**config.mk**
```make
export PLATFORM = sky130hd
export DESIGN_NAME = sevenseg_scan_n
export DESIGN_NICKNAME = d
export VERILOG_FILES = /design/src/rtl/sevenseg_scan_n.sv
export SDC_FILE = /design/constraint.sdc
export NUM_CORES = 1
export LEC_CHECK = 0
export CAP_MARGIN = 30
export CORE_UTILIZATION = 40
export DETAILED_ROUTE_END_ITERATION = 12
export HOLD_SLACK_MARGIN = 0.15
export MAX_ROUTING_LAYER = met4
export PLACE_DENSITY = 0.58
export SYNTH_ARGS = -nofsm -noshare
export SYNTH_HDL_FRONTEND = slang
export SYNTH_SLANG_ARGS = --single-unit
```
**constraint.sdc**
```tcl
create_clock -name clk -period 3 [get_ports clk]
set_input_delay 0.45 -clock clk [delete_from_list [all_inputs] [get_ports clk]]
set_output_delay 0.45 -clock clk [all_outputs]
set_load 0.01 [all_outputs]
```
**src/rtl/sevenseg_scan_n.sv**
```systemverilog
// Time-multiplexed N-digit common-anode seven-segment driver with dead-time blanking and frame-synchronous double buffering.
// Optional leading-zero suppression: define SEVENSEG_LEADING_ZERO_BLANK_EN.
module sevenseg_scan_n #(
    parameter int unsigned NUM_DIGITS   = 4,
    parameter int unsigned ON_CYCLES    = 50000,
    parameter int unsigned BLANK_CYCLES = 500
) (
    input  logic                          clk,
    input  logic                          reset,
    input  logic [4*NUM_DIGITS-1:0]       digits_in,
    input  logic [NUM_DIGITS-1:0]         digit_mask,
    input  logic                          load,
    output logic [NUM_DIGITS-1:0]         enseg,
    output logic [6:0]                    sevenseg,
    output logic [$clog2(NUM_DIGITS)-1:0] scan_idx,
    output logic                          frame_done
);

    localparam int unsigned IW      = $clog2(NUM_DIGITS);
    localparam int unsigned CNT_MAX = (ON_CYCLES > BLANK_CYCLES) ? ON_CYCLES : BLANK_CYCLES;
    localparam int unsigned CW      = (CNT_MAX > 1) ? $clog2(CNT_MAX) : 1;

    if (NUM_DIGITS < 2 || NUM_DIGITS > 8) begin : g_bad_num_digits
        $error("sevenseg_scan_n: NUM_DIGITS must be in 2..8");
    end
    if (ON_CYCLES < 1) begin : g_bad_on_cycles
        $error("sevenseg_scan_n: ON_CYCLES must be at least 1");
    end
    if (BLANK_CYCLES < 1) begin : g_bad_blank_cycles
        $error("sevenseg_scan_n: BLANK_CYCLES must be at least 1");
    end

    typedef enum logic {
        ST_BLANK = 1'b0,
        ST_ON    = 1'b1
    } state_t;

    state_t                  state;
    logic [CW-1:0]           cnt;
    logic [4*NUM_DIGITS-1:0] pending;
    logic [4*NUM_DIGITS-1:0] active;

    logic [3:0]              cur_nib;
    logic                    cur_mask;
    logic                    show;
    logic [NUM_DIGITS-1:0]   en_next;
    logic                    scan_last;
    logic                    blank_end;
    logic                    on_end;
`ifdef SEVENSEG_LEADING_ZERO_BLANK_EN
    logic [IW-1:0]           lz_hi;
`endif

    function automatic logic [6:0] glyph(input logic [3:0] n);
        case (n)
            4'h0:    glyph = 7'b1000000;
            4'h1:    glyph = 7'b1111001;
            4'h2:    glyph = 7'b0100100;
            4'h3:    glyph = 7'b0110000;
            4'h4:    glyph = 7'b0011001;
            4'h5:    glyph = 7'b0010010;
            4'h6:    glyph = 7'b0000010;
            4'h7:    glyph = 7'b1111000;
            4'h8:    glyph = 7'b0000000;
            4'h9:    glyph = 7'b0011000;
            4'hA:    glyph = 7'b0001000;
            4'hB:    glyph = 7'b0000011;
            4'hC:    glyph = 7'b1000110;
            4'hD:    glyph = 7'b0100001;
            4'hE:    glyph = 7'b0000110;
            default: glyph = 7'b0001110;
        endcase
    endfunction

    // Select the nibble and mask bit of the digit about to be driven.
    always_comb begin
        cur_nib  = 4'd0;
        cur_mask = 1'b0;
        for (int i = 0; i < int'(NUM_DIGITS); i++) begin
            if (IW'(i) == scan_idx) begin
                cur_nib  = active[4*i +: 4];
                cur_mask = digit_mask[i];
            end
        end
    end

`ifdef SEVENSEG_LEADING_ZERO_BLANK_EN
    // Highest non-zero digit of the active buffer; 0 when all digits are zero.
    always_comb begin
        lz_hi = '0;
        for (int i = 0; i < int'(NUM_DIGITS); i++) begin
            if (active[4*i +: 4] != 4'd0) begin
                lz_hi = IW'(i);
            end
        end
    end
`endif

    always_comb begin
        show = cur_mask;
`ifdef SEVENSEG_LEADING_ZERO_BLANK_EN
        if (scan_idx > lz_hi) begin
            show = 1'b0;
        end
`endif
        en_next = '1;
        for (int i = 0; i < int'(NUM_DIGITS); i++) begin
            if (show && (IW'(i) == scan_idx)) begin
                en_next[i] = 1'b0;
            end
        end
    end

    assign scan_last = (scan_idx == IW'(NUM_DIGITS - 1));
    assign blank_end = (cnt == CW'(BLANK_CYCLES - 1));
    assign on_end    = (cnt == CW'(ON_CYCLES - 1));

    always_ff @(posedge clk) begin
        if (!reset) begin
            state      <= ST_BLANK;
            cnt        <= '0;
            scan_idx   <= '0;
            pending    <= '0;
            active     <= '0;
            enseg      <= '1;
            sevenseg   <= 7'b1111111;
            frame_done <= 1'b0;
        end else begin
            frame_done <= 1'b0;
            if (load) begin
                pending <= digits_in;
            end
            case (state)
                ST_BLANK: begin
                    if (blank_end) begin
                        state    <= ST_ON;
                        cnt      <= '0;
                        enseg    <= en_next;
                        sevenseg <= show ? glyph(cur_nib) : 7'b1111111;
                    end else begin
                        cnt <= cnt + CW'(1);
                    end
                end
                ST_ON: begin
                    if (on_end) begin
                        state    <= ST_BLANK;
                        cnt      <= '0;
                        enseg    <= '1;
                        sevenseg <= 7'b1111111;
                        if (scan_last) begin
                            // Frame boundary: a coincident load bypasses pending so the newest data wins.
                            scan_idx   <= '0;
                            frame_done <= 1'b1;
                            active     <= load ? digits_in : pending;
                        end else begin
                            scan_idx <= scan_idx + IW'(1);
                        end
                    end else begin
                        cnt <= cnt + CW'(1);
                    end
                end
                default: begin
                    state <= ST_BLANK;
                    cnt   <= '0;
                end
            endcase
        end
    end

endmodule

```
# == Yosys cells after proc, flatten, opt, wreduce, memory -nomap -nowiden ==
# Memories as Yosys holds them, arrays and structs flattened.
# Index checks and enable logic that the tools add are counted.
# W data, S select, Z words.
# op_classes
addsub,2
mul,0
n_div,0
order_cmp,0
n_eq_ne,8
shift,0
n_mux,28
bitwise_logic,1
reduce_logical,9
# op_table
operator,n
$mux W16,3
$pmux W16 S2,1
$mux W4,6
$mux W7,3
$add A16 B1 Y16 const B,1
$eq A16 B16 Y1 const B,1
$eq A16 B9 Y1 const B,1
$pmux W7 S2,1
$mux W1,11
$pmux W4 S2,1
$reduce_and A3 Y1,2
$eq A2 B2 Y1 const A,2
$logic_and A1 B1 Y1,4
$reduce_and A2 Y1,2
$add A2 B1 Y2 const B,1
$eq A1 B2 Y1 const A,1
$eq A2 B2 Y1 const B,1
$logic_not A2 Y1,1
$mux W2,1
$ne A2 B1 Y1 const B,1
$ne A2 B2 Y1 const B,1
$pmux W1 S2,1
$not A1 Y1,1
# totals
regBits,63
latch_bits,0
ramBits,0
mem_bits_ro,112
in_bits,23
output_inout_bits,14
word_cells,57
mem_count,1
# mem_list
memory,depth,word_bits,rd,rd_ports_with_merged_regs,wr,line,source
(name not given),16,7,1,0,0,55,case (n)

# == Longest topological paths before layout ==
# Gate-level depths: netlist of the first run.
# depth
word_depth,9
mapped_depth,12
mapped_depth_nobuf,11

# == Worst setup path before layout of the first run ==
# No wires, ideal clock.
# synth_timing
kind,register -> register
from,register scan_idx[0]
to,register sevenseg[3]
setup_ns,0.058
arrival_ns,2.431
required_ns,2.942
slack_ns,0.511
stages_incl_launch_ff,13
n_path_buf,1
synth_period_minus_slack_ns,2.489
cell_sequence,dfxtp_1 -> inv_1 -> ha_1 -> clkbuf_1 -> a21oi_1 -> o21ai_0 -> a22oi_1 -> inv_1 -> ha_1 -> inv_1 -> mux2i_1 -> a221oi_1 -> o22a_1
# synth_between
elab_chain_cells,9
elab_cells_between_ends,16
classes_between,eq/ne (3); mux (11); reduce/logical (1); memory (1)
# synth_rtl
item,line,source
"start, declared",15,"output logic [$clog2(NUM_DIGITS)-1:0] scan_idx,"
"start signal, assigned",156,scan_idx <= scan_idx + IW'(1);
$logic_not A2 Y1,80,if (IW'(i) == scan_idx) begin
$mux W4 (4 in a row),80,
$mem_v2 Z16 W7,n/a,
$mux W7 (*),139,sevenseg <= show ? glyph(cur_nib) : 7'b1111111;
$mux W7 (*),135,if (blank_end) begin
$pmux W7 S2 (*),133,case (state)
"end signal, assigned",139,
"end, declared",14,"output logic [6:0] sevenseg,"
# Every way passes the cells marked *; elsewhere a longest branch is shown, timed or not. The select of a mux whose other input is x is not followed.
# A chain may end at the register's enable or synchronous reset.

# == Worst setup path after layout of the first run ==
# Ends and elaborated chain as after synthesis.

==> metrics.md, run 1 <==
| Metric | Value |
|---|---|
| FF-to-FF End | `sevenseg[3]` |
| Largest net degree at the start of global routing | `36` |
| Fin. max-slew vios | `0` |
| Clk pin slew, worst setup/hold paths | `0.08 ns` |
| Final nets | `around 400` |
| IO Count | `37` |
| Tightest Pin Transition | `about 0.65 ns` |
| Critical path endpoint category | `flip-flop` |
| Run status | `complete, no violations` |
| Worst Path Buf+Inv | `3` |
| Final period util | `0.8405` |
| Htree depth | `3` |
| Final core occ | `0.5068` |
| Slowest-stage cell, CP | `dfxtp_1` |
| Commonest non-fill, non-tap cell in the layout | `dfxtp_1` |
| Critical path class | `reg -> reg` |
| Slowest stage delay, CP | `0.42 ns` |
| Dpl cell area | `3452 um^2` |
| DR iter-0 viols | `146` |
| Post-CTS Setup Bufs | `0` |
| Initial Util | `0.4138` |
| Clk buf depth | `2` |
| Port bufs | `36` |
| CTS root buf | `clkbuf_8` |
| Crit path max fanout | `9` |
| Total of max-cap violations | `0` |
| Post-DP HPWL | `4372 um` |
| Hold Startpoint | `active[9]` |
| Grt ovf | `0` |
| Avg Cell Area, Syn | `9.130 um^2` |
| XOR/XNOR Fraction of Synth Area | `0.04401` |
| Syn Std Cell Area | `roughly 3000 um^2` |
| First-pass GRT wire length | `just over 10000 um` |
| Mux contribution to synthesized area | `0.06370` |
| Crit path cell chain | `inv_1, ha_1, nor2_1, o211ai_1, o311a_1, inv_1, ha_1, inv_1, mux2i_1, a221oi_1, o22a_1` |
| Worst-case reg-to-reg path depth | `11` |
| Leakage | `about 1.4 nW` |
| Post-synth top flop | `dfxtp_1` |
| Core area | `7214 um^2` |
| Final hold vios | `0` |
| CP dominant cell by count | `inv_1` |
| WP data required | `3.29 ns` |
| Main combinational cell family by area after synthesis | `simple AND/OR/NAND/NOR gates` |
| Cts bufs inserted | `9` |
| Hold Buf Count CTS | `0` |
| Worst EP arrival | `roughly 2.8 ns` |
| Most frequent cells in the layout | `dfxtp_1, clkdlybuf4s50_1, nand2_1` |
| Post-Layout Inst Area | `between 3000 and 4000 um^2` |
| Via total after detailed routing | `2319` |
| Peak Freq | `~400 MHz` |
| EDFF count, synth | `0` |
| Cell Rows | `31` |
| Total Power | `1.703 mW` |
| Worst setup startpoint | `scan_idx[0]` |
| Synthesized Nets | `361` |
| Peak VDD IR | `275.0 uV` |
| Post-cts resize count | `0` |
| Synth Area in Adders | `0.04610` |
| Synth Area in Simple Gates | `0.2829` |
| Crit start category | `flip-flop` |
| Yosys warns | `0` |
| Die width | `88.39 um` |
| Post-synthesis compound-gate area fraction | `0.09975` |
| RSZ-0062 raised after global routing | `no` |
| Synth Instances | `327` |
| Clk_lat worst skew | `0.34 ns` |
| Post-route DRC | `0` |
| Sequential fraction of the synthesis area | `0.4225` |
| Crit path time final | `between 2 and 3 ns` |
| CTS tree | `yes` |
| ANT cells | `0` |
| Crit-path leading delay family | `compound AO/OA/AOI/OAI gates` |
| Hold Crit Depth | `2` |
| Max-slew headroom | `0.5661` |
| Drt total wl | `6026 um` |
| Hold Path End | `active[9]` |
| Power per Cell Area | `roughly 470 nW/um^2` |
| Post-synthesis async set-or-reset flop share | `0` |
| Die Footprint | `7813 um^2` |
| Cell variety after synth | `50` |
| Initial antenna violation count | `0` |
| Avg WL per Cell | `12.85 um` |
| GRT Total Usage | `0.1790` |
| Flop2flop setup slack | `0.48 ns` |
| Critical R2R Launch | `scan_idx[0]` |
| Post-route ant nets | `0` |
| Layout cell share with drive strength beyond 1 | `0.1027` |
| Gpl congestion | `between 0.8 and 0.9` |
| Skew final | `0.009099 ns` |
| Setup Viol. Count Final | `0` |
| DR vias/cell | `4.945` |
| Vias in the first global route | `2117` |
| Pre-antenna DRT Iters | `4` |
| Hold crit path type | `reg -> reg` |
| TNS Setup | `0 ns` |
| Area growth syn-to-layout | `22.46%` |
| Post-synthesis sequential element count | `63` |
| Clk sinks | `63` |
| Die Span Y | `88.39 um` |
[registers in the layout, indices dropped and copies added, names as in the netlist]
signal	cells
pending	16
frame_done	1
scan_idx	2
sevenseg	7
state	1
enseg	4
active	16
cnt	16
[worst max-delay path by stage]
stage	to	slack [ns]	cells after the start
after floorplan	sevenseg[3]	0.51	12
after global placement	sevenseg[3]	0.58	11
after detailed placement	sevenseg[3]	0.50	11
after CTS	sevenseg[3]	0.48	11
after global routing	sevenseg[3]	0.14	11
final	sevenseg[3]	0.48	11
[cell usage after synthesis, types with 3 or more instances]
cell type / instances / area (um^2)
a21oi_2: 4 / 35.03
nand4_1: 11 / 68.82
nor2_2: 4 / 25.02
nand2b_1: 13 / 81.33
o21ai_0: 3 / 15.01
mux2i_1: 19 / 190.2
nand2_1: 33 / 123.9
nand3b_1: 4 / 30.03
clkbuf_1: 10 / 37.54
buf_1: 3 / 11.26
nand3_1: 20 / 100.1
ha_1: 11 / 137.6
o22a_1: 4 / 35.03
xnor2_1: 6 / 52.55
and3_1: 3 / 18.77
dfxtp_1: 63 / 1261
a21oi_1: 6 / 30.03
and2_1: 3 / 18.77
xor2_1: 9 / 78.83
nor3_1: 3 / 15.01
nor2_1: 25 / 93.84
nor2b_1: 20 / 125.1
and4_1: 3 / 26.28
inv_1: 12 / 45.04
[final cells by class]
| class | instances | area, um^2 |
|---|---|---|
| Fill cell | 698 | 3558 |
| Timing Repair Buffer | 44 | 420.4 |
| Clock inverter | 7 | 80.08 |
| Clock buffer | 9 | 123.9 |
| Tap cell | 99 | 123.9 |
| Sequential cell | 63 | 1261 |
| Multi-Input combinational cell | 235 | 1602 |
| Inverter | 12 | 45.04 |
[worst reg2reg max path, delay by kind of cell (launching register included)]
kind                     cells  cell delay, ns
adder cells (fa/ha/maj)      2            0.54
AO/OA/AOI/OAI                4            0.80
flip-flops                   1            0.42
buffers and inverters        3            0.34
multiplexers                 1            0.10
AND/OR/NAND/NOR              1            0.28
[kinds of logic (layout without fill, tap and decap cells)]
group,after synthesis,in the layout
buffers and inverters,29,72
adder cells (fa/ha/maj),11,11
flip-flops,63,63
AND/OR/NAND/NOR,154,154
AO/OA/AOI/OAI,36,36
multiplexers,19,19
XOR/XNOR,15,15
[layer usage]
metal,vias to the layer above,routed length [um],GRT usage
met3,10,227,0.04757
li1,1213,-,-
met4,0,114,0.07185
met5,-,0,-
met2,49,2521,0.2476
met1,1047,3163,0.2455
[per-stage QoR]
step	hold WS (ns)	instances	setup WS, ns
5_1_grt	0.4851	469	0.1363
2_1_floorplan	0.4250	327	0.5106
6_report	0.4519	469	0.4786
3_3_place_gp	0.4392	453	0.5795
3_5_place_dp	0.4457	453	0.4978
4_1_cts	0.4564	469	0.4792
[power by group]
part	switching [mW]	total, mW	internal (mW)
registers	0.00599	0.858	0.852
logic	0.0373	0.0870	0.0497
clock network	0.367	0.758	0.392
Note: power is estimated with default switching activity, not from simulation.
==> inputs of run 2 (changes only) <==
PLACE_DENSITY = 0.6   (was 0.58)
clock period = 2.1 ns   (was 3 ns; I/O delays follow)
==> metrics.md, run 2 (synthesized netlist as in run 1, its figures left out) <==
| Metric | Value |
|---|---|
| WP data required | `2.38 ns (-0.91 ns)` |
| Total of max-cap violations | `0 (unchanged)` |
| Busiest grt layer | `met2` |
| Final hold vios | `0 (unchanged)` |
| Power per Cell Area | `604.9 nW/um^2 (+30%)` |
| Commonest non-fill, non-tap cell in the layout | `dfxtp_1` |
| Post-Layout Cell Count | `493 (+5.1%)` |
| Port bufs | `36 (unchanged)` |
| Worst EP arrival | `2.33 ns (-0.48 ns)` |
| Gpl congestion | `0.8279 (+1.8%)` |
| Clk buf depth | `2 (unchanged)` |
| Max-slew headroom | `0.6745 (+0.1084)` |
| Post-route ant nets | `0 (unchanged)` |
| IO Count | `37 (unchanged)` |
| Critical path endpoint category | `flip-flop` |
| Core area | `7214 um^2 (unchanged)` |
| Seq pwr share | `0.507 (+0.003)` |
| Initial antenna violation count | `0 (unchanged)` |
| Final period util | `0.9725 (+0.1321)` |
| Vias in the first global route | `2199 (+3.9%)` |
| RSZ-0062 raised after global routing | `yes` |
| Via total after detailed routing | `2412 (+4.0%)` |
| DR vias/cell | `4.892 (-1.1%)` |
| Critical path class | `reg -> reg` |
| Top flop regs | `active (16), cnt (16), pending (16)` |
| Total Power | `2.413 mW (+42%)` |
| Peak Freq | `489.6 MHz (+23%)` |
| Die width | `88.39 um (unchanged)` |
| Htree depth | `3 (unchanged)` |
| Met1 Use GR | `0.2564 (+0.01081)` |
| Setup WS post-layout | `0.05769 ns (-0.4210 ns)` |
| CTS tree | `yes` |
| Cell Rows | `31 (unchanged)` |
| Hold crit path type | `reg -> reg` |
| Initial Util | `0.4138 (unchanged)` |
| CTS root buf | `clkbuf_8` |
| Clk_lat worst skew | `0.34 ns (about the same)` |
| Crit path max fanout | `9 (unchanged)` |
| Clock power share | `0.438 (-0.007)` |
| Drt total wl | `6411 um (+6.4%)` |
| Setup Viol. Count Final | `0 (unchanged)` |
| Leakage | `1.589 nW (+10%)` |
| Die Footprint | `7813 um^2 (unchanged)` |
| Cts bufs inserted | `9 (unchanged)` |
| Crit path time final | `2.042 ns (-0.4790 ns)` |
| Clk sinks | `63 (unchanged)` |
| First-pass GRT wire length | `10540 um (+3.2%)` |
| Hold Buf Count CTS | `0 (unchanged)` |
| Pre-CTS setup slack | `-0.09379 ns (-0.5916 ns)` |
| Clk pin slew, worst setup/hold paths | `0.08 ns (about the same)` |
| Run status | `complete, no violations` |
| Fin. max-slew vios | `0 (unchanged)` |
| Post-route DRC | `0 (unchanged)` |
| Switching Power | `0.5468 mW (+33%)` |
| Post-Layout Inst Area | `3989 um^2 (+9.1%)` |
| Sw Share | `0.2266 (-0.01414)` |
| Gate power share | `0.055 (+0.004)` |
| Dpl cell area | `3700 um^2 (+7.2%)` |
| Largest net degree at the start of global routing | `39 (+8.3%)` |
| Peak VDD IR | `550.3 uV (+100%)` |
| Internal | `1.866 mW (+44%)` |
| Avg WL per Cell | `13.00 um (+1.2%)` |
| GRT Total Usage | `0.1849 (+0.005951)` |
| Area growth syn-to-layout | `33.61%` |
| Skew final | `0.01303 ns (+0.003930 ns)` |
| Tightest Pin Transition | `0.4815 ns (-0.1694 ns)` |
| Crit start category | `flip-flop` |
| Die Span Y | `88.39 um (unchanged)` |
| Grt met2 use | `0.2594 (+0.01189)` |
| Final nets | `423 (+6.0%)` |
| ANT cells | `0 (unchanged)` |
| Grt ovf | `0 (unchanged)` |
| Post-DP HPWL | `4683 um (+7.1%)` |
| Routing usage on met3 | `0.04851 (+0.0009328)` |
| DR iter-0 viols | `103 (-29%)` |
| Layout cell share with drive strength beyond 1 | `0.2107 (+0.1080)` |
| Pre-antenna DRT Iters | `4 (unchanged)` |
| Dpl cells | `475 (+4.9%)` |
| Most frequent cells in the layout | `dfxtp_1, clkdlybuf4s50_1, nand2_1` |
-- run 2: layout make-up --
| class | count | area, um^2 |
|---|---|---|
| clock buffer | 10 | 137.6 |
| clock inverter | 6 | 60.06 |
| fill | 691 | 3226 |
| inverter | 12 | 52.55 |
| multi-input combinational | 235 | 1704 |
| sequential | 63 | 1269 |
| tap | 99 | 123.9 |
| timing repair buffer | 68 | 641.9 |
-- run 2: routing by layer --
| metal | up-vias | share of wire |
|---|---|---|
| met5 | - | 0 |
| met4 | 0 | 0.014 |
| met3 | 8 | 0.037 |
| met2 | 39 | 0.44 |
| met1 | 1108 | 0.51 |
| li1 | 1257 | - |
-- run 2: worst paths after layout --
| kind | from | to | slack (ns) | cells past startpoint |
|---|---|---|---|---|
| hold / removal | active[15] | active[15] | 0.45 | 2 |
| setup / recovery | scan_idx[1] | sevenseg[3] | 0.06 | 10 |
| hold reg to reg | active[15] | active[15] | 0.45 | 2 |
| setup reg to reg | scan_idx[1] | sevenseg[3] | 0.06 | 10 |
-- run 2: repair_timing --
action	4_1_cts	5_1_grt
buffers inserted	2	0
resized for setup	10	7
pin swaps	7	5
endpoints found under the setup margin	2	18
-- run 2: power groups by stage --
stage	clock network [mW]	logic, mW	registers [mW]
3_5_place_dp	0	0.134	1.25
4_1_cts	1.08	0.135	1.22
5_1_grt	1.15	0.149	1.23
2_1_floorplan	0	0.0703	1.25
6_report	1.06	0.134	1.22
3_3_place_gp	0	0.133	1.25
-- run 2: per-stage QoR --
| step | util | TNS (ns) | hold WS [ns] |
|---|---|---|---|
| global route | 0.5529 | -0.09324 | 0.4762 |
| finish | 0.5529 | 0 | 0.4505 |
| detailed placement | 0.5128 | -0.1011 | 0.4453 |
| CTS | 0.5505 | 0 | 0.4533 |
| floorplan | - | -0.05326 | 0.4245 |
| global placement | 0.5128 | 0 | 0.4432 |
-- run 2: worst max-delay path, cell delays in order, from the launching register on --
cell      delay [ns]
dfxtp_4         0.40
inv_4           0.06
ha_4            0.18
o211ai_1        0.20
o311a_4         0.23
inv_2           0.05
ha_4            0.26
inv_4           0.04
mux2i_1         0.12
a221oi_2        0.28
o22a_1          0.15
